<file path="src/rtl/tdm_demux4.sv">
// Four-channel TDM demultiplexer: steers serialized samples into slots 0..3 and
// presents each complete frame on y0..y3 with a valid/ready handshake.
// Optional sticky overrun flag is built when TDM_DEMUX_OVERRUN_EN is defined.
//
// state | meaning
// ------+---------------------------------------------------------------
// IDLE  | unaligned; waits for a sync sample to start filling slot 0
// RUN   | aligned; sel is the slot the next valid sample is written to
module tdm_demux4 #(
  parameter int WIDTH = 8
) (
  input  logic             clk,
  input  logic             rst,
  input  logic [WIDTH-1:0] din,
  input  logic             din_valid,
  input  logic             sync,
  output logic [1:0]       sel,
  output logic [WIDTH-1:0] y0,
  output logic [WIDTH-1:0] y1,
  output logic [WIDTH-1:0] y2,
  output logic [WIDTH-1:0] y3,
  output logic             frame_valid,
  input  logic             frame_ready
`ifdef TDM_DEMUX_OVERRUN_EN
  ,
  output logic             overrun
`endif
);

  typedef enum logic {IDLE = 1'b0, RUN = 1'b1} state_t;

  state_t           state, state_next;
  logic [WIDTH-1:0] sh0, sh1, sh2;
  logic             start, wr_run, complete;
  logic [1:0]       sel_next;
  logic             fv_next;

  always_ff @(posedge clk or posedge rst) begin
    if (rst) state <= IDLE;
    else     state <= state_next;
  end

  always_comb begin
    state_next = state;
    if (state == IDLE && din_valid && sync) state_next = RUN;
  end

  // A sync sample restarts the frame unless it lands exactly on slot 0 in RUN,
  // where it is just an ordinary slot-0 write.
  always_comb begin
    start    = din_valid && sync && (state == IDLE || sel != 2'd0);
    wr_run   = (state == RUN) && din_valid && !start;
    complete = wr_run && (sel == 2'd3);
    sel_next = sel;
    if (start)       sel_next = 2'd1;
    else if (wr_run) sel_next = sel + 2'd1;
    fv_next = frame_valid;
    if (complete)                        fv_next = 1'b1;
    else if (frame_valid && frame_ready) fv_next = 1'b0;
  end

  always_ff @(posedge clk or posedge rst) begin
    if (rst) begin
      sel         <= 2'd0;
      sh0         <= '0;
      sh1         <= '0;
      sh2         <= '0;
      y0          <= '0;
      y1          <= '0;
      y2          <= '0;
      y3          <= '0;
      frame_valid <= 1'b0;
    end else begin
      sel         <= sel_next;
      frame_valid <= fv_next;
      if (start || (wr_run && sel == 2'd0)) sh0 <= din;
      if (wr_run && sel == 2'd1)            sh1 <= din;
      if (wr_run && sel == 2'd2)            sh2 <= din;
      // Slot 3 bypasses the shadow so the frame is visible one clock after its last sample.
      if (complete) begin
        y0 <= sh0;
        y1 <= sh1;
        y2 <= sh2;
        y3 <= din;
      end
    end
  end

`ifdef TDM_DEMUX_OVERRUN_EN
  always_ff @(posedge clk or posedge rst) begin
    if (rst)                                        overrun <= 1'b0;
    else if (complete && frame_valid && !frame_ready) overrun <= 1'b1;
  end
`endif

endmodule

</file>
<file path="config.mk">
export PLATFORM = sky130hd
export DESIGN_NAME = tdm_demux4
export DESIGN_NICKNAME = d
export VERILOG_FILES = /design/src/rtl/tdm_demux4.sv
export SDC_FILE = /design/constraint.sdc
export NUM_CORES = 1
export LEC_CHECK = 0
export ABC_AREA = 1
export BUFFER_PORTS_ARGS = -buffer_cell sky130_fd_sc_hd__buf_2
export CAP_MARGIN = 25
export CORE_ASPECT_RATIO = 0.6
export CORE_UTILIZATION = 40
export DETAILED_ROUTE_END_ITERATION = 10
export PLACE_DENSITY_LB_ADDON = 0.08
export SLEW_MARGIN = 30
export SYNTH_ARGS = -nofsm -noshare
export SYNTH_HDL_FRONTEND = slang
export SYNTH_SLANG_ARGS = --single-unit
</file>
<file path="constraint.sdc">
create_clock -name clk -period 2 [get_ports clk]
set_input_delay 0.2 -clock clk [delete_from_list [all_inputs] [get_ports clk]]
set_output_delay 0.2 -clock clk [all_outputs]
set_load 0.05 [all_outputs]
</file>
==> results of run 1 <==
final timing paths:
path                            slack, ps   startpoint           to
worst max-delay path                  320       sel[1]        y1[3]
worst min-delay path                   40  frame_ready  frame_valid
worst max register to register        320       sel[1]        y1[3]
worst min register to register        460        y2[6]        y2[6]
max in group asynchronous             970          rst       sh2[6]
min in group asynchronous             440          rst  frame_valid
power groups by stage:
| stage | Sequential, W | Clock [W] | Combinational [W] |
|---|---|---|---|
| floorplan | 0.00321 | 0 | 0.000946 |
| global placement | 0.00208 | 0 | 0.00265 |
| detailed placement | 0.00210 | 0 | 0.00268 |
| CTS | 0.00208 | 0.00112 | 0.00269 |
| global route | 0.00214 | 0.00118 | 0.00290 |
| finish | 0.00208 | 0.00110 | 0.00266 |
registers in the layout, indices dropped and copies added, names as in the netlist:
name	flops
frame_valid	1
sel	2
sh0	8
sh1	8
sh2	8
state	1
y0	8
y1	8
y2	8
y3	8
cells by family after synthesis:
family | Yosys count | share of synthesized area
buf+inv | 26 | 0.0706
simple gates | 180 | 0.318
compound gates | 5 | 0.0111
flops | 60 | 0.581
fa+ha+maj | 4 | 0.0194
per-stage QoR:
stage / power [W] / hold slack (ps) / worst slack [ps] / cell area [um^2]
final: 0.00584 / 41.5 / 324 / 3060
after CTS: 0.00588 / 34.2 / 314 / 3060
after floorplan: 0.00415 / 308 / 293 / 2590
after global routing: 0.00622 / 44.8 / 111 / 3060
after global placement: 0.00474 / 276 / 364 / 2850
after detailed placement: 0.00477 / 277 / 333 / 2850
layer usage:
metal	global-route usage	share of wire	vias up
met3	0.0745	0.074	6
met2	0.250	0.39	63
met4	0.0486	0.010	0
li1	-	-	1019
met5	0	0	-
met1	0.303	0.53	968
layout make-up:
class,instances,area (um^2)
clock buffer,10,138
multi-input combinational,189,902
timing repair buffer,56,318
sequential,60,1500
fill,635,3110
inverter,7,28.8
tap,84,105
clock inverter,6,63.8
synth_stat cells (all sizes together):
| cell type | instances |
|---|---|
| dfrtp | 60 |
| nand4 | 48 |
| ha | 4 |
| o21ai | 4 |
| a21oi | 1 |
| nand2 | 128 |
| nand3 | 4 |
| buf | 19 |
| inv | 7 |
what timing repair did:
item	4_1_cts	5_1_grt
endpoints found under the hold margin	23	0
resized for setup	0	0
hold buffers	1	0
==> flow_summary.json, run 1 <==
{
  "yosysWarnings": 0,
  "vdd_drop_max_mv": 0.893,
  "fmax_ghz": 0.597,
  "slowest_stage": "dfrtp_1",
  "crit_type": "flip-flop to flip-flop",
  "cp.depth": 7,
  "place_congestion": 0.756,
  "crit_top_cell": "nand2_1",
  "rsz0062_at_grt": "no",
  "crit_chain": "inv_1 -> ha_1 -> inv_2 -> nand2_4 -> nand3_4 -> nand2_1 -> nand2_1",
  "power.internal_w": 0.00300,
  "critPathRequiredTime_ps": 2230,
  "synth-seq-cells": 60,
  "grt_max_degree": 38,
  "p_comb_frac": 0.456,
  "core_area_um2": 6170,
  "htree_levels": 3,
  "area_growth_pct": 18.2,
  "cp_max_fo": 33,
  "nets": 340,
  "netlist.area_leader.share": 0.581,
  "ff2ff_path_depth": 7,
  "holdPathStages": 2,
  "placementRows": 22,
  "firstDrtPassIters": 4,
  "clkTransAtPathRegs_ps": 70,
  "synthesis.nets": 292,
  "path_delay_family": "simple AND/OR/NAND/NOR gates",
  "setup_viol_count_final": 0,
  "vias_per_cell": 4.99,
  "hold_viol_final": 0,
  "ys_seq_area_frac": 0.581,
  "wl_per_cell_um": 14.5,
  "cts_made_buffers": 9,
  "min_period_over_period": 0.838,
  "root_buffer": "clkbuf_8",
  "overflow": 0,
  "dp_hpwl_um": 4030,
  "yosysUniqueCellTypes": 18,
  "p_sw_frac": 0.485,
  "cts_tree": "done",
  "path_buf_inv": 2,
  "n_antenna_cell": 0,
  "post-place-cells": 395,
  "p_leak_nw": 1.68,
  "power_density_nw_per_um2": 1910,
  "cts.path.max_buffers": 2,
  "syn_inst": 275,
  "finalWirelength_um": 5980,
  "synth_area_per_cell_um2": 9.40,
  "maxCapViolCount": 0,
  "grt_pass1_vias": 1878,
  "final_cell_count_no_fill": 412,
  "drive_above_1_share": 0.238,
  "grt_usage": 0.196,
  "postCtsSetupBuffers": 0,
  "fin_crit_ps": 1680,
  "yosysTopAreaCell": "dfrtp_1",
  "maxSlewViolCount": 0,
  "power.switching_w": 0.00283,
  "initial_core_util": 0.419,
  "io_pins": 48,
  "slowest_delay_ps": 420,
  "insertion_delay_ps": 340,
  "status": "complete, no violations",
  "antenna_found_initial": 0,
  "holdCritPathClass": "input pin to flip-flop",
  "antenna_left": 0,
  "final_core_utilization": 0.496,
  "die_h_um": 64.3,
  "vias": 2056,
  "critical_path_arrival_ps": 1900,
  "clkPwrFrac": 0.188,
  "worst_pin_slew_ps": 528,
  "seq_power_share": 0.356,
  "cts_sinks": 60,
  "crit_path_end_kind": "flip-flop",
  "die_w_um": 106,
  "layout_common_cells": "nand2_1, dfrtp_1, nand4_1",
  "final_common_cell": "nand2_1",
  "grt_pass1_wl_um": 9940,
  "slew_headroom": 0.648,
  "finClkSkew_ps": 7.21,
  "io_buffers": 47,
  "fp.dieArea_um2": 6800,
  "cp-start-kind": "flip-flop",
  "final.setup.tns_ps": 0,
  "synthTopCellsByArea": "dfrtp_1, nand2_1, nand4_1",
  "drt_iter0_drc": 154,
  "drc": 0,
  "syn_area_um2": 2590
}
Power figures use the tool's default switching activity.
==> run 2, diff against run 1 <==
==> constraint.sdc (replaced) <==
create_clock -name clk -period 1.72 [get_ports clk]
set_input_delay 0.172 -clock clk [delete_from_list [all_inputs] [get_ports clk]]
set_output_delay 0.172 -clock clk [all_outputs]
set_load 0.05 [all_outputs]
==> run 2 against run 1 <==
Against the previous run:
- maximum frequency grew 3.0%
- sequential share of layout area shrank 0.10 points
- hold slack got worse by 10 ps
==> flow_summary.json, run 2 (synthesized netlist as in run 1, its figures left out) <==
{
  "final.setup.tns_ps": 0,
  "vias_per_cell": 4.95,
  "final_cell_count_no_fill": 413,
  "setup_slack_ps": 91.8,
  "min_period_over_period": 0.947,
  "wl_per_cell_um": 15.0,
  "dp_hpwl_um": 3920,
  "crit_chain": "inv_1 -> ha_1 -> inv_2 -> nand2_4 -> nand3_1 -> nand2_1 -> nand2_1",
  "cts.path.max_buffers": 2,
  "pre_cts_ws_ps": 76.4,
  "final_core_utilization": 0.497,
  "nets": 343,
  "insertion_delay_ps": 330,
  "met1_length_um": 3400,
  "antenna_found_initial": 0,
  "seqCellArea_um2": 1500,
  "post-place-cells": 397,
  "placementRows": 22,
  "place_congestion": 0.778,
  "hold_ws_ps": 31.2,
  "slowest_stage": "dfrtp_1",
  "slew_headroom": 0.723,
  "htree_levels": 3,
  "slowest_delay_ps": 410,
  "layout_common_cells": "nand2_1, dfrtp_1, nand4_1",
  "die_h_um": 64.3,
  "path_buf_inv": 2,
  "final_common_cell": "nand2_1",
  "root_buffer": "clkbuf_8",
  "cts_made_buffers": 9,
  "io_pins": 48,
  "cts_sinks": 60,
  "critPathRequiredTime_ps": 1940,
  "core_area_um2": 6170,
  "antenna_left": 0,
  "clkTransAtPathRegs_ps": 60,
  "vdd_drop_max_mv": 0.813,
  "cp_max_fo": 16,
  "rrSetupSlack_ps": 90,
  "drc": 0,
  "wl_met3_um": 316,
  "n_antenna_cell": 0,
  "die_w_um": 106,
  "initial_core_util": 0.419,
  "path_delay_family": "simple AND/OR/NAND/NOR gates",
  "grt_pass1_vias": 1894,
  "grt_usage": 0.194,
  "cp-start-kind": "flip-flop",
  "cts_tree": "done",
  "drt_iter0_drc": 127,
  "overflow": 0,
  "dr_wl_met2_um": 2400,
  "dr.max_layer_used": "met4",
  "grt_max_degree": 61,
  "crit_path_end_kind": "flip-flop",
  "drive_above_1_share": 0.240,
  "vias": 2044,
  "postCtsSetupBuffers": 0,
  "maxCapViolCount": 0,
  "fillers": 615,
  "maxSlewViolCount": 0,
  "grt_pass1_wl_um": 9760,
  "finClkSkew_ps": 3.99,
  "fin_crit_ps": 1630,
  "critical_path_arrival_ps": 1850,
  "status": "complete, no violations",
  "crit_type": "flip-flop to flip-flop",
  "p_leak_nw": 1.69,
  "finalWirelength_um": 6200,
  "fp.dieArea_um2": 6800,
  "fmax_ghz": 0.614,
  "firstDrtPassIters": 4,
  "worst_pin_slew_ps": 415,
  "holdCritPathClass": "input pin to flip-flop",
  "io_buffers": 47,
  "power_density_nw_per_um2": 2180,
  "rsz0062_at_grt": "yes",
  "hold_viol_final": 0,
  "setup_viol_count_final": 0,
  "multi_input_area_um2": 920,
  "area_growth_pct": 18.4,
  "crit_top_cell": "nand2_1"
}
-- run 2: cell types whose count changed in the layout (fill, tap and decap cells not counted), sizes merged --
cell	delta
nand3	+1
clkinvlp	-2
bufinv	-1
clkbuf	+2
buf	+2
clkinv	-1
-- run 2: power breakdown --
group / switching (W) / leakage (nW) / internal (W)
clock network: 0.000508 / 0.0941 / 0.000619
registers: 0.000332 / 0.754 / 0.00207
logic: 0.00242 / 0.840 / 0.000736
total: 0.00326 / 1.69 / 0.00342
-- run 2: per-layer routing --
metal / global-route usage / vias up
met5: 0 / -
met4: 0.0781 / 0
met3: 0.0541 / 12
met2: 0.250 / 53
met1: 0.298 / 951
li1: - / 1028
-- run 2: cell type report --
| type | instances | area share |
|---|---|---|
| multi-input combinational | 190 | 0.300 |
| sequential | 60 | 0.490 |
| tap | 84 | 0.0343 |
| clock inverter | 2 | 0.00327 |
| clock buffer | 12 | 0.0539 |
| timing repair buffer | 58 | 0.109 |
| inverter | 7 | 0.00940 |
-- run 2: repair_timing --
item	4_1_cts	5_1_grt
hold buffers	1	0
hold endpoints to repair	60	0
endpoints found under the setup margin	0	38
gates resized for setup	0	1
-- run 2: path summary, 6_finish.rpt --
check | depth (start not counted) | from | to
worst max-delay path | 7 | sel[0] | sh2[1]
worst max register to register | 7 | sel[0] | sh2[1]
worst min register to register | 2 | y1[6] | y1[6]
min in group asynchronous | 4 | rst | y1[6]
max in group asynchronous | 4 | rst | sh2[5]
worst min-delay path | 2 | frame_ready | frame_valid
-- run 2: metrics by stage --
step	area, um^2	power [W]
final	3060	0.00669
after floorplan	2590	0.00483
after CTS	3050	0.00671
after global placement	2860	0.00552
after global routing	3060	0.00715
after detailed placement	2860	0.00555
-- run 2: worst reg2reg max path: cells and delay by family (launching register included) --
family	cells	cell delay, ps
AND/OR/NAND/NOR	4	740
buffers and inverters	2	200
flip-flops	1	410
adder cells (fa/ha/maj)	1	170
